[src/rtl/btn_conditioner.sv]
// btn_conditioner: front end for the five game push-buttons.
// Each button is synchronised, debounced and turned into a one-cycle press strobe
// (btn_pulse) plus a debounced level (btn_level).
// Bit map: [0]=up, [1]=down, [2]=left, [3]=right, [4]=select.
// Optional feature macro: BTN_AUTOREPEAT_EN. When it is defined, the REPEAT_MASK buttons
// emit extra pulses while held. When it is undefined, no repeat logic is built.

`ifdef BTN_AUTOREPEAT_EN
// Auto-repeat timer for one button. It is held at zero while the debounced level is low,
// so it starts from zero at the press pulse. While held, it fires after REPEAT_DELAY
// cycles and then every REPEAT_RATE cycles.
module btn_repeat #(
    parameter int REPEAT_DELAY = 25_000_000,
    parameter int REPEAT_RATE  = 7_500_000
) (
    input  logic clk,
    input  logic rst,
    input  logic level,
    output logic fire
);
    localparam int RMAX = (REPEAT_DELAY > REPEAT_RATE) ? REPEAT_DELAY : REPEAT_RATE;
    localparam int RW   = (RMAX > 1) ? $clog2(RMAX) : 1;
    localparam logic [RW-1:0] DELAY_LAST = RW'(REPEAT_DELAY - 1);
    localparam logic [RW-1:0] RATE_LAST  = RW'(REPEAT_RATE - 1);

    logic [RW-1:0] rcnt;
    logic          rphase;   // 0: waiting for the first repeat, 1: steady repeat rate
    logic [RW-1:0] limit;

    assign limit = rphase ? RATE_LAST : DELAY_LAST;
    assign fire  = level && (rcnt == limit);

    // Count held cycles; restart on each repeat and switch to the steady rate
    always_ff @(posedge clk or posedge rst) begin
        if (rst) begin
            rcnt   <= '0;
            rphase <= 1'b0;
        end else if (!level) begin
            rcnt   <= '0;
            rphase <= 1'b0;
        end else if (fire) begin
            rcnt   <= '0;
            rphase <= 1'b1;
        end else begin
            rcnt   <= rcnt + RW'(1);
        end
    end
endmodule
`endif

// One button: 2-FF synchroniser, stability counter, arm latch and press strobe.
module btn_lane #(
    parameter int DEBOUNCE_CYCLES = 1_000_000
) (
    input  logic clk,
    input  logic rst,
    input  logic raw,
    input  logic sync_ok,    // sync2 holds a real pad sample rather than its reset value
    input  logic rep_fire,   // auto-repeat request (tied low when repeat is not built)
    output logic level,
    output logic pulse
);
    localparam int CW = $clog2(DEBOUNCE_CYCLES);
    localparam logic [CW-1:0] LAST = CW'(DEBOUNCE_CYCLES - 1);

    logic          sync1;
    logic          sync2;
    logic          stable;
    logic          arm;
    logic [CW-1:0] cnt;
    logic          accept;
    logic          rise;
    logic          fall;

    // A change is accepted on the DEBOUNCE_CYCLES-th consecutive differing sample
    assign accept = (sync2 != stable) && (cnt == LAST);
    assign rise   = accept && !stable;
    assign fall   = accept && stable;
    assign level  = stable;

    // Two-FF synchroniser for the asynchronous pad
    always_ff @(posedge clk or posedge rst) begin
        if (rst) begin
            sync1 <= 1'b0;
            sync2 <= 1'b0;
        end else begin
            sync1 <= raw;
            sync2 <= sync1;
        end
    end

    // Debounce: any agreement with the accepted level restarts the count, so the
    // counter stops at LAST and never wraps
    always_ff @(posedge clk or posedge rst) begin
        if (rst) begin
            stable <= 1'b0;
            cnt    <= '0;
        end else if (sync2 == stable) begin
            cnt    <= '0;
        end else if (cnt == LAST) begin
            stable <= sync2;
            cnt    <= '0;
        end else begin
            cnt    <= cnt + CW'(1);
        end
    end

    // Arm only after a genuinely observed release, so that a button held through reset
    // cannot produce a press. The reset-zero of sync2 does not count as a release.
    always_ff @(posedge clk or posedge rst) begin
        if (rst)
            arm <= 1'b0;
        else if (sync_ok && !stable && !sync2)
            arm <= 1'b1;
    end

    // One-cycle strobe on an accepted press (or a repeat while still held); release never pulses
    always_ff @(posedge clk or posedge rst) begin
        if (rst)
            pulse <= 1'b0;
        else
            pulse <= arm && (rise || (rep_fire && !fall));
    end
endmodule

module btn_conditioner #(
    parameter int             N_BTN           = 5,
    parameter int             DEBOUNCE_CYCLES = 1_000_000,
    parameter int             REPEAT_DELAY    = 25_000_000,
    parameter int             REPEAT_RATE     = 7_500_000,
    parameter logic [N_BTN-1:0] REPEAT_MASK   = 5'b01100
) (
    input  logic             clk,
    input  logic             rst,
    input  logic [N_BTN-1:0] btn_raw,
    output logic [N_BTN-1:0] btn_pulse,
    output logic [N_BTN-1:0] btn_level
);
`ifdef BTN_AUTOREPEAT_EN
    localparam bit AUTOREPEAT = 1'b1;
`else
    localparam bit AUTOREPEAT = 1'b0;
`endif

    // Buttons that actually get a repeat timer; empty when the feature is compiled out
    localparam logic [N_BTN-1:0] REP_LANES =
        (AUTOREPEAT && (REPEAT_DELAY >= 1) && (REPEAT_RATE >= 1)) ? REPEAT_MASK : '0;

    // Marks when the synchronisers have been refilled from the pads after reset
    logic [1:0] sync_vld;

    // Shift in ones after reset; sync_vld[1] aligns with the first real sync2 sample
    always_ff @(posedge clk or posedge rst) begin
        if (rst)
            sync_vld <= 2'b00;
        else
            sync_vld <= {sync_vld[0], 1'b1};
    end

    for (genvar i = 0; i < N_BTN; i++) begin : g_btn
        logic rep_fire;

        if (REP_LANES[i]) begin : g_rep
`ifdef BTN_AUTOREPEAT_EN
            btn_repeat #(
                .REPEAT_DELAY (REPEAT_DELAY),
                .REPEAT_RATE  (REPEAT_RATE)
            ) u_rep (
                .clk   (clk),
                .rst   (rst),
                .level (btn_level[i]),
                .fire  (rep_fire)
            );
`else
            // Not reachable: REP_LANES is all-zero without the feature
            assign rep_fire = 1'b0;
`endif
        end else begin : g_norep
            assign rep_fire = 1'b0;
        end

        btn_lane #(
            .DEBOUNCE_CYCLES (DEBOUNCE_CYCLES)
        ) u_lane (
            .clk      (clk),
            .rst      (rst),
            .raw      (btn_raw[i]),
            .sync_ok  (sync_vld[1]),
            .rep_fire (rep_fire),
            .level    (btn_level[i]),
            .pulse    (btn_pulse[i])
        );
    end
endmodule
[config.mk]
export PLATFORM = sky130hd
export DESIGN_NAME = btn_conditioner
export DESIGN_NICKNAME = d
export VERILOG_FILES = /design/src/rtl/btn_conditioner.sv
export SDC_FILE = /design/constraint.sdc
export NUM_CORES = 1
export LEC_CHECK = 0
export BUFFER_PORTS_ARGS = -buffer_cell sky130_fd_sc_hd__buf_2
export CORE_ASPECT_RATIO = 0.75
export CORE_UTILIZATION = 45
export CTS_CLUSTER_DIAMETER = 60
export DETAILED_ROUTE_END_ITERATION = 8
export GPL_TIMING_DRIVEN = 0
export PLACE_DENSITY = 0.58
export SETUP_SLACK_MARGIN = 0.2
export SYNTH_ARGS = -nofsm -noshare
export SYNTH_HDL_FRONTEND = slang
export SYNTH_SLANG_ARGS = --single-unit
[constraint.sdc]
create_clock -name clk -period 6.1 [get_ports clk]
set_input_delay 0.915 -clock clk [delete_from_list [all_inputs] [get_ports clk]]
set_output_delay 0.915 -clock clk [all_outputs]
set_load 0.05 [all_outputs]
---- Word-level counts from Yosys, hierarchy flattened ----
Index checks and enable logic that the tools add are counted.
Widths: inputs -> output; s select.
storage, ports and cells
  output and inout port bits .............. 10
  flip-flop bits (word level) ............. 127
  input port bits ......................... 7
cells by class
  reduce and logical (&&, ||, !) cells .... 40
  equality and inequality tests ........... 15
  bitwise operators ....................... 5
  $add $sub $neg .......................... 5
  muxes and demuxes ....................... 10
operator list
  operator               count
  $mux 20                10
  $add 20x1->20 const B  5
  $eq 20x20->1 const B   5
  $logic_and 1x1->1      25
  $logic_not 1->1        10
  $reduce_and 2->1       5
  $eq 1x1->1             5
  $ne 1x1->1             5
  $not 1->1              5

---- Logic depth before layout (Yosys ltp) ----
Gate-level depths: netlist of run 1.
  depth in word-level cells ............... 4
  mapped depth ............................ 6

---- Hierarchy ----
A second synthesis of run 1 with hierarchy kept.
unflattened totals
  cell total of the unflattened synthesis .. 630
  area total of the unflattened synthesis .. 6198.4 µm²
by module, submodules not included
  module           cells an instance  area an instance (µm²)  times used
  btn_lane         125                1227.4                  5
  btn_conditioner  5                  61.3                    1

---- Worst setup path after synthesis of run 1 ----
No wires, ideal clock.
  path type ............................... register -> register
  from .................................... register g_btn[4].u_lane.cnt[0]
  to ...................................... register g_btn[4].u_lane.cnt[10]
  arrival time ............................ 1.749 ns
  library setup time ...................... 0.119 ns
  path slack .............................. 4.232 ns
  stages on the path, launching flop included .. 7
  data required time ...................... 5.981 ns
  buffers on the path ..................... 1
  path through ............................ dfrtp_1 -> ha_1 -> nand3_1 -> or2_2 -> o31ai_4 -> buf_4 -> nor2_1
on the way
  longest elaborated chain between the ends .. 3
  elaborated cells between the ends (all ways) .. 4
  those cells by class .................... add/sub: 1; eq/ne: 1; mux: 2
RTL lines
  what                                           line      source
  start: declaration                             70        logic [CW-1:0] cnt;
  start signal: assignment                       104       cnt <= cnt + CW'(1);
  $add 20x1->20 or $eq 20x20->1 (tied branches)  104, 100
  $mux 20 *                                      100       end else if (cnt == LAST) begin
  $mux 20 *                                      98        end else if (sync2 == stable) begin
Every way passes the cells marked *; elsewhere a longest branch is shown, timed or not.
A chain may end at the register's enable or synchronous reset.

---- Worst setup path after layout of run 1 ----
  from .................................... register g_btn[1].u_lane.cnt[0]
  to ...................................... register g_btn[1].u_lane.cnt[11]
on the way
  longest elaborated chain between the ends .. 3
  elaborated cells between the ends (all ways) .. 4
  those cells by class .................... add/sub: 1; eq/ne: 1; mux: 2
RTL lines
  what                                           line
  start: declaration                             70
  start signal: assignment                       104
  $add 20x1->20 or $eq 20x20->1 (tied branches)  104, 100
  $mux 20 *                                      100
  $mux 20 *                                      98
Marked as above.

==> flow_metrics.env, run 1 <==
export IMPL_status="complete, no violations"
export IMPL_reg2reg_to="g_btn[1].u_lane.cnt[11]$_DFF_PP0_"
export IMPL_initial_utilization=0.462
export IMPL_synthToLayoutAreaGrowth_pct=15.6
export IMPL_path_cells="ha_1 -> and2_1 -> nand2_1 -> o31ai_2 -> buf_2 -> nor2_1"
export IMPL_fill_cells=1204
export IMPL_finalSetupTns_ns=0
export IMPL_clockBufferDepth=2
export IMPL_finalSetupViolCount=0
export IMPL_worst_slew_pin_slew_ns=0.773
export IMPL_h_tree_depth=4
export IMPL_grt_use_total=0.180
export IMPL_slew_limit_headroom=0.481
export IMPL_seq_area_frac_synth=0.530
export IMPL_synth_top_cell_area_share=0.530
export IMPL_combPwrFrac=0.026
export IMPL_fp_dieH_um=102
export IMPL_rsz0062_at_grt="false"
export IMPL_remaining_drc_errors=0
export IMPL_period_needed_ns=2.29
export IMPL_clock_sinks=127
export IMPL_regArea_um2=3180
export IMPL_clk_latency_ns=0.43
export IMPL_grt_pass1_vias=3996
export IMPL_max_vdd_ir_drop_mv=0.210
export IMPL_cts_buffers=17
export IMPL_critPathMaxStageDelay_ns=0.72
export IMPL_postSynthCellCount=601
export IMPL_worst_path_buf_inv=1
export IMPL_fmax_ghz=0.437
export IMPL_drv_slew=0
export IMPL_die_w_um=135
export IMPL_cts_tree="done"
export IMPL_critPathKind="flip-flop to flip-flop"
export IMPL_ys_warn_count=0
export IMPL_cts_resized_gates=0
export IMPL_power_density_nw_per_um2=282
export IMPL_rr_worst_depth=6
export IMPL_yosys_area_top_type="dfrtp_1"
export IMPL_drtIter0Drc=259
export IMPL_ys_ff_latch=127
export IMPL_cp_max_fo=10
export IMPL_finClkSkew_ns=0.00841
export IMPL_port_buffers=16
export IMPL_finalHoldViolations=0
export IMPL_hold_class="flip-flop to flip-flop"
export IMPL_hold_slack_ns=0.351
export IMPL_vias=4375
export IMPL_drtAntennaViolNets=0
export IMPL_core_um2=13000
export IMPL_synth_area_top_cells="dfrtp_1, xnor2_1, nor2_1"
export IMPL_drv_cap=0
export IMPL_crit_required_ns=6.40
export IMPL_switchingPower_mw=0.427
export IMPL_antenna_found_initial=0
export IMPL_cp_slowest_cell="o31ai_2"
export IMPL_p_int_mw=1.52
export IMPL_total_power_mw=1.95
export IMPL_postRouteWirelength_um=11300
export IMPL_worst_setup_path_end_kind="flip-flop"
export IMPL_power_frac_seq=0.444
export IMPL_grt_overflow=0
export IMPL_synth_nets=613
export IMPL_ys_types=41
export IMPL_ctsHoldBuffers=0
export IMPL_rows=36
export IMPL_hpwl_um=7590
export IMPL_drive_gt1_frac=0.117
export IMPL_vias_per_cell=5.33
export IMPL_firstDrtPassIters=5
export IMPL_num_io_pins=17
export IMPL_clk_pin_slew_ns=0.06
export IMPL_nNetsFinal=649
export IMPL_syn_area_per_cell_um2=9.97
export IMPL_clk_root_buffer_cell="clkbuf_16"
export IMPL_share_clk_of_total_power=0.530
export IMPL_switching_share=0.219
export IMPL_grt_pass1_wl_um=19000
export IMPL_dieArea_um2=13800
export IMPL_n_antenna_cell=0
export IMPL_avgRoutedWirePerCell_um=13.8
export IMPL_hold_depth=0
export IMPL_r2r_start="g_btn[1].u_lane.cnt[0]$_DFF_PP0_"
export IMPL_syn_cell_area_um2=5990
export IMPL_place_congestion=0.800
export IMPL_cp_arrival_ns=2.59
export IMPL_ff2ff_setup_slack_ns=3.81
export IMPL_postCtsSetupBuffers=0
export IMPL_p_leak_nw=2.85
export IMPL_multi_input_area_um2=2590
export IMPL_final_period_utilization=0.375
export IMPL_grt_max_degree=82
export IMPL_setup_worst_path_start_class="flip-flop"
export IMPL_hold_end="sync_vld[1]$_DFF_PP0_"
export IMPL_hold_start="sync_vld[0]$_DFF_PP0_"
export IMPL_cpLargestDelayFamily="compound AO/OA/AOI/OAI gates"
through the flow:
step / instances / area [um^2] / utilization / setup WS (ns)
after floorplan: 601 / 5990 / - / 1.80
after global placement: 788 / 6290 / 0.485 / 0.329
after detailed placement: 789 / 6320 / 0.487 / 3.81
after CTS: 821 / 6930 / 0.534 / 3.80
after global routing: 821 / 6930 / 0.534 / 3.62
final: 821 / 6930 / 0.534 / 3.81
routing by layer:
layer  up-vias  global-route usage  wire length (um)
li1       2182                   -                 -
met1      2111               0.248              5710
met2        63               0.260              5020
met3        19              0.0536               426
met4         0              0.0882               202
met5         -                   0                 0
Yosys cell counts:
cell / instances
conb_1: 1
mux2_2: 5
and4b_1: 2
ha_1: 5
nand3b_1: 2
buf_4: 11
nand4bb_1: 1
clkbuf_1: 11
or3_1: 19
o21ai_0: 20
nand4_1: 23
and4_1: 2
nor4b_1: 5
xor2_1: 25
a21oi_1: 27
nand2_1: 31
nand4_2: 2
inv_1: 21
nand3_1: 33
nor3_1: 19
or4b_2: 1
and2_1: 5
nand2b_1: 1
a21o_1: 5
nor2b_1: 2
nor2_1: 88
nor4_1: 18
dfrtp_1: 127
or2_2: 2
o31ai_4: 1
nand4b_1: 4
mux2i_1: 1
o311ai_0: 1
buf_2: 3
and3_1: 11
buf_1: 1
and4_2: 1
o31ai_2: 1
or4_1: 12
o31ai_1: 9
xnor2_1: 42
area by class of cell:
type / instances / area share
repair buffers: 17 / 0.0155
well taps: 171 / 0.0309
clock buffers: 19 / 0.0640
multi-input cells: 427 / 0.375
plain buffers: 26 / 0.0206
inverters: 21 / 0.0121
clock inverters: 13 / 0.0235
flip-flops and latches: 127 / 0.459
how the worst max path moves through the flow:
stage | slack (ns) | cells after the start | endpoint | startpoint
CTS | 3.80 | 6 | g_btn[1].u_lane.cnt[11]$_DFF_PP0_ | g_btn[1].u_lane.cnt[0]$_DFF_PP0_
global route | 3.62 | 6 | g_btn[1].u_lane.cnt[11]$_DFF_PP0_ | g_btn[1].u_lane.cnt[0]$_DFF_PP0_
finish | 3.81 | 6 | g_btn[1].u_lane.cnt[11]$_DFF_PP0_ | g_btn[1].u_lane.cnt[0]$_DFF_PP0_
detailed placement | 3.81 | 6 | g_btn[1].u_lane.cnt[4]$_DFF_PP0_ | g_btn[1].u_lane.cnt[0]$_DFF_PP0_
global placement | 0.33 | 2 | g_btn[3].u_lane.cnt[17]$_DFF_PP0_ | rst
floorplan | 1.80 | 1 | g_btn[0].u_lane.arm$_DFFE_PP0P_ | rst
sequential cells by signal, indices dropped and copies added (netlist names):
register	count
g_btn.u_lane.cnt	100
g_btn.u_lane.arm	5
g_btn.u_lane.level	5
g_btn.u_lane.pulse	5
g_btn.u_lane.sync1	5
g_btn.u_lane.sync2	5
sync_vld	2
cell families after synthesis:
group | Yosys count | share of synthesized area
other cells | 1 | 0.000626
flops | 127 | 0.530
buf+inv | 47 | 0.0370
xor+xnor | 67 | 0.0979
simple gates | 284 | 0.249
fa+ha+maj | 5 | 0.0104
mux | 6 | 0.0111
compound gates | 64 | 0.0639
cell usage in the layout (no fill, tap or decap), types with 18 or more instances in the layout:
cell type | Yosys | final
o21ai_0 | 20 | 20
dfrtp_1 | 127 | 127
nor4_1 | 18 | 18
nor3_1 | 19 | 19
inv_1 | 21 | 20
nand3_1 | 33 | 33
xor2_1 | 25 | 25
nor2_1 | 88 | 88
nand2_1 | 31 | 31
buf_2 | 3 | 19
or3_1 | 19 | 19
xnor2_1 | 42 | 42
a21oi_1 | 27 | 27
nand4_1 | 23 | 23
power by group through the flow:
| stage | logic [mW] | clock network [mW] | registers [mW] |
|---|---|---|---|
| final | 0.0511 | 1.03 | 0.866 |
| after global routing | 0.0607 | 1.09 | 0.868 |
| after CTS | 0.0535 | 1.06 | 0.866 |
| after detailed placement | 0.0530 | 0 | 0.881 |
| after global placement | 0.0494 | 0 | 0.881 |
| after floorplan | 0.0369 | 0 | 0.878 |
(Power assumes the default switching activity.)
==> run 2: changes to the inputs <==
Settings changed: PLACE_DENSITY 0.58 to 0.6.
Clock period 6.1 ns to 1.9 ns, I/O delays scaled along.
==> run 2 against run 1 <==
  * The run now ends with negative setup slack left
  * Fmax grew 20%
  * Sequential cell count is the same
  * Sequential share of layout area decreased by 6.8 points
  * Critical endpoint is now g_btn[3].u_lane.cnt[18]$_DFF_PP0_
  * Cell area increased by 18%
  * Die area did not move
  * Total power rose to 3.2 times the previous value
  * Critical path type unchanged
==> flow_metrics.env, run 2 (synthesized netlist as in run 1, its figures left out) <==
export IMPL_worst_slew_pin_slew_ns=0.600
export IMPL_fp_dieH_um=102
export IMPL_power_density_nw_per_um2=757
export IMPL_h_tree_depth=4
export IMPL_cp_arrival_ns=2.24
export IMPL_ff2ff_setup_slack_ns=-0.001
export IMPL_grt_max_degree=38
export IMPL_nNetsFinal=723
export IMPL_rsz0062_at_grt="true"
export IMPL_cp_max_fo=7
export IMPL_n_antenna_cell=0
export IMPL_place_congestion=0.801
export IMPL_rr_worst_depth=6
export IMPL_firstDrtPassIters=4
export IMPL_vias=4898
export IMPL_p_leak_nw=3.30
export IMPL_final_design_area_no_fill_um2=8180
export IMPL_setup_worst_path_start_class="flip-flop"
export IMPL_r2r_start="g_btn[3].u_lane.cnt[0]$_DFF_PP0_"
export IMPL_die_w_um=135
export IMPL_violations="negative setup slack"
export IMPL_cts_buffers=17
export IMPL_drtAntennaViolNets=0
export IMPL_worst_setup_path_end_kind="flip-flop"
export IMPL_status="complete, but fails checks"
export IMPL_rows=36
export IMPL_clk_latency_ns=0.42
export IMPL_finalSetupViolCount=1
export IMPL_fill_cells=992
export IMPL_finalSetupTns_ns=-0.000990
export IMPL_avgRoutedWirePerCell_um=15.6
export IMPL_mostFrequentLayoutCells="dfrtp_1, buf_4, nor2_1, xnor2_1, nand2_1"
export IMPL_slew_limit_headroom=0.598
export IMPL_hold_class="flip-flop to flip-flop"
export IMPL_postRouteWirelength_um=14000
export IMPL_clockBufferDepth=2
export IMPL_final_period_utilization=1.00
export IMPL_grt_pass1_wl_um=21900
export IMPL_clk_pin_slew_ns=0.06
export IMPL_clock_sinks=127
export IMPL_dieArea_um2=13800
export IMPL_hpwl_um=7720
export IMPL_core_um2=13000
export IMPL_clk_root_buffer_cell="clkbuf_16"
export IMPL_remaining_drc_errors=0
export IMPL_reg2reg_to="g_btn[3].u_lane.cnt[18]$_DFF_PP0_"
export IMPL_preCtsSetupSlack_ns=-0.117
export IMPL_drv_cap=0
export IMPL_drv_slew=0
export IMPL_period_needed_ns=1.90
export IMPL_port_buffers=16
export IMPL_max_vdd_ir_drop_mv=0.670
export IMPL_crit_required_ns=2.24
export IMPL_top_register="g_btn.u_lane.cnt"
export IMPL_final_common_cell="dfrtp_1"
export IMPL_initial_utilization=0.462
export IMPL_dpl_cell_area_um2=6400
export IMPL_synthToLayoutAreaGrowth_pct=36.5
export IMPL_grt_use_total=0.204
export IMPL_hold_slack_ns=0.346
export IMPL_drive_gt1_frac=0.358
export IMPL_largest_reg_flops=100
export IMPL_critPathKind="flip-flop to flip-flop"
export IMPL_grt_overflow=0
export IMPL_grt_pass1_vias=4547
export IMPL_cts_tree="done"
export IMPL_vias_per_cell=5.47
export IMPL_finalHoldViolations=0
export IMPL_antenna_found_initial=0
export IMPL_hold_end="sync_vld[1]$_DFF_PP0_"
export IMPL_fin_ws_ns=-0.000990
export IMPL_fmax_ghz=0.526
export IMPL_drtIter0Drc=206
export IMPL_hold_depth=0
export IMPL_finClkSkew_ns=0.0117
export IMPL_total_power_mw=6.19
export IMPL_num_io_pins=17
export IMPL_hold_start="sync_vld[0]$_DFF_PP0_"
-- run 2: how the worst max path moves through the flow --
stage | from | to | slack, ns | cells past startpoint
2_1_floorplan | rst | g_btn[0].u_lane.arm$_DFFE_PP0P_ | 0.05 | 1
3_3_place_gp | rst | g_btn[1].u_lane.cnt[15]$_DFF_PP0_ | -0.81 | 2
3_5_place_dp | g_btn[1].u_lane.cnt[0]$_DFF_PP0_ | g_btn[1].u_lane.cnt[9]$_DFF_PP0_ | -0.12 | 6
4_1_cts | g_btn[3].u_lane.cnt[0]$_DFF_PP0_ | g_btn[3].u_lane.cnt[18]$_DFF_PP0_ | -0.0009 | 6
5_1_grt | g_btn[3].u_lane.cnt[0]$_DFF_PP0_ | g_btn[3].u_lane.cnt[18]$_DFF_PP0_ | -0.06 | 6
6_report | g_btn[3].u_lane.cnt[0]$_DFF_PP0_ | g_btn[3].u_lane.cnt[18]$_DFF_PP0_ | -0.001 | 6
-- run 2: per-stage QoR --
step,util,instances
floorplan,-,601
global placement,0.489,788
detailed placement,0.494,791
CTS,0.581,868
global route,0.631,895
finish,0.631,895
-- run 2: layout make-up --
cell class                 instances  area [um^2]  share of cell area
clock inverter                    13          115              0.0141
clock buffer                      19          453              0.0554
buffer                            26          238              0.0291
inverter                          21         82.6              0.0101
timing repair buffer              90          734              0.0898
multi-input combinational        427         3140               0.384
timing repair inverter             1         5.00            0.000612
tap                              171          214              0.0262
sequential                       127         3200               0.391
-- run 2: power breakdown --
part | internal [mW] | total [mW] | switching (mW)
logic | 0.127 | 0.298 | 0.171
clock network | 1.86 | 3.11 | 1.25
registers | 2.74 | 2.78 | 0.0396
-- run 2: routing by layer --
metal  GRT usage  share of wire  vias to the layer above
met3      0.0476          0.031                       21
met4      0.0735          0.014                        0
met2       0.316           0.48                       79
li1            -              -                     2326
met5           0              0                        -
met1       0.281           0.47                     2472
-- run 2: what timing repair did --
item	in CTS	in global routing
gates cloned	4	1
hold endpoints to repair	30	0
pin swaps	18	46
resized for setup	57	132
setup buffers	35	26
hold buffers	6	0
setup endpoints to repair	101	125
-- run 2: critical path, cell delays in order, from the launching register on --
cell and delay [ns]:
dfrtp_1 0.35, ha_2 0.20, nand2_2 0.06, or4_4 0.52
buf_8 0.15, or4_4 0.42, a21oi_2 0.13
==> run 3: changes to the inputs <==
Settings changed: PLACE_DENSITY 0.6 to 0.58.
Clock period 1.9 ns to 2.4 ns, I/O delays scaled along.
==> run 3 against run 2 <==
  * The flow now finishes without violations
  * Setup slack better by 0.33 ns
  * Clock skew is 0.0033 ns lower
  * Combinational power down 53%
  * Cell area down 14%
  * First-iteration DRC count increased by 16%
  * Count of clock-buffer cells in the layout increased by 1
  * Total power is 20% lower
  * Critical path type unchanged
  * Critical endpoint unchanged
  * Largest cell class unchanged
  * Highest routed layer unchanged
==> flow_metrics.env, run 3 (synthesized netlist as in run 1, its figures left out) <==
export IMPL_avgRoutedWirePerCell_um=13.8
export IMPL_nNetsFinal=653
export IMPL_worst_setup_path_end_kind="flip-flop"
export IMPL_final_period_utilization=0.861
export IMPL_total_power_mw=4.98
export IMPL_drtIter0Drc=239
export IMPL_place_congestion=0.775
export IMPL_place_inst=791
export IMPL_drtAntennaViolNets=0
export IMPL_postRouteWirelength_um=11400
export IMPL_critPathKind="flip-flop to flip-flop"
export IMPL_clockBufferDepth=2
export IMPL_grt_use_total=0.188
export IMPL_status="complete, no violations"
export IMPL_core_um2=13000
export IMPL_cp_max_fo=7
export IMPL_finalHoldViolations=0
export IMPL_clk_latency_ns=0.42
export IMPL_n_antenna_cell=0
export IMPL_grt_max_degree=40
export IMPL_remaining_drc_errors=0
export IMPL_cp_arrival_ns=2.41
export IMPL_path_cells="ha_1 -> nand2_1 -> or4_1 -> clkbuf_1 -> or4_1 -> a21oi_1"
export IMPL_cpLargestDelayFamily="simple AND/OR/NAND/NOR gates"
export IMPL_die_w_um=135
export IMPL_clk_root_buffer_cell="clkbuf_16"
export IMPL_dieArea_um2=13800
export IMPL_dpl_cell_area_um2=6350
export IMPL_grt_overflow=0
export IMPL_hpwl_um=7830
export IMPL_rows=36
export IMPL_clock_sinks=127
export IMPL_drv_cap=0
export IMPL_final_cells=825
export IMPL_synthToLayoutAreaGrowth_pct=16.7
export IMPL_drive_gt1_frac=0.124
export IMPL_vias_per_cell=5.33
export IMPL_cts_tree="done"
export IMPL_worst_path_buf_inv=1
export IMPL_vias=4399
export IMPL_grt_pass1_vias=4201
export IMPL_largest_reg_flops=100
export IMPL_antenna_found_initial=0
export IMPL_top_register="g_btn.u_lane.cnt"
export IMPL_max_vdd_ir_drop_mv=0.482
export IMPL_rsz0062_at_grt="false"
export IMPL_firstDrtPassIters=5
export IMPL_critPathMaxStageDelay_ns=0.51
export IMPL_hold_class="input port to flip-flop"
export IMPL_port_buffers=16
export IMPL_mostFrequentLayoutCells="dfrtp_1, nor2_1, xnor2_1, nand3_1, nand2_1"
export IMPL_finalSetupViolCount=0
export IMPL_setup_worst_path_start_class="flip-flop"
export IMPL_finalSetupTns_ns=0
export IMPL_clk_pin_slew_ns=0.06
export IMPL_fill_cells=1195
export IMPL_initial_utilization=0.462
export IMPL_p_leak_nw=2.88
export IMPL_final_design_area_no_fill_um2=7000
export IMPL_num_io_pins=17
export IMPL_period_needed_ns=2.07
export IMPL_crit_required_ns=2.74
export IMPL_crit_top_cell="or4_1"
export IMPL_drv_slew=0
export IMPL_fin_ws_ns=0.334
export IMPL_grt_pass1_wl_um=20000
export IMPL_final_common_cell="dfrtp_1"
export IMPL_fp_dieH_um=102
export IMPL_fmax_ghz=0.484
export IMPL_preCtsSetupSlack_ns=0.110
export IMPL_cts_buffers=17
export IMPL_power_density_nw_per_um2=713
export IMPL_cp_slowest_cell="or4_1"
export IMPL_h_tree_depth=4
export IMPL_finClkSkew_ns=0.00835
-- run 3: cell count changes in the layout (fill, tap and decap cells not counted), sizes merged --
cell	before	now
buf	105	35
bufinv	1	3
clkbuf	24	31
clkinv	7	5
clkinvlp	6	3
dlygate4sd3	6	1
inv	21	22
-- run 3: routing by layer --
metal | track usage | part of all wire | up-vias
met1 | 0.264 | 0.51 | 2144
met2 | 0.273 | 0.44 | 48
li1 | - | - | 2191
met3 | 0.0605 | 0.034 | 16
met4 | 0.0657 | 0.012 | 0
met5 | 0 | 0 | -
-- run 3: path summary, 6_finish.rpt --
| check | from | endpoint | slack (ns) | cells after the start |
|---|---|---|---|---|
| worst min register to register | sync_vld[0]$_DFF_PP0_ | sync_vld[1]$_DFF_PP0_ | 0.34 | 0 |
| worst min-delay path | btn_raw[1] | g_btn[1].u_lane.sync1$_DFF_PP0_ | 0.04 | 1 |
| worst max-delay path | g_btn[3].u_lane.cnt[0]$_DFF_PP0_ | g_btn[3].u_lane.cnt[18]$_DFF_PP0_ | 0.33 | 6 |
| min in group asynchronous | rst | g_btn[1].u_lane.sync1$_DFF_PP0_ | 0.50 | 3 |
| worst max register to register | g_btn[3].u_lane.cnt[0]$_DFF_PP0_ | g_btn[3].u_lane.cnt[18]$_DFF_PP0_ | 0.33 | 6 |
| max in group asynchronous | rst | g_btn[3].u_lane.cnt[11]$_DFF_PP0_ | 1.08 | 5 |
-- run 3: power breakdown --
part	internal (mW)	switching (mW)	leakage, nW
Clock	1.69	0.950	0.297
Combinational	0.0449	0.0951	0.876
Sequential	2.17	0.0276	1.71
Total	3.91	1.07	2.88
-- run 3: layout make-up --
type	instances	area (um^2)	share of cell area
Sequential cell	127	3180	0.454
Multi-Input combinational cell	427	2600	0.372
Clock buffer	20	457	0.0653
Tap cell	171	214	0.0306
Clock inverter	12	159	0.0227
Timing Repair Buffer	21	158	0.0225
Buffer	26	145	0.0207
Inverter	21	82.6	0.0118
-- run 3: metrics by stage --
| stage | hold WS, ns | utilization |
|---|---|---|
| floorplan | 0.331 | - |
| global placement | 0.332 | 0.485 |
| detailed placement | 0.335 | 0.490 |
| CTS | 0.0224 | 0.539 |
| global route | 0.0228 | 0.539 |
| finish | 0.0442 | 0.539 |
-- run 3: repair_timing --
action	in CTS	in global routing
hold buffers	1	0
endpoints found under the setup margin	20	30
pin swaps	1	1
gates resized for setup	1	4
buffers inserted	1	0
hold endpoints to repair	19	0
-- run 3: worst reg2reg max path, delay by kind of cell (launching register included) --
family	cells	cell delay (ns)
buffers and inverters	1	0.20
adders and majority gates	1	0.21
DFF	1	0.37
and+or+nand+nor	3	1.05
AOI/OAI and AO/OA	1	0.16
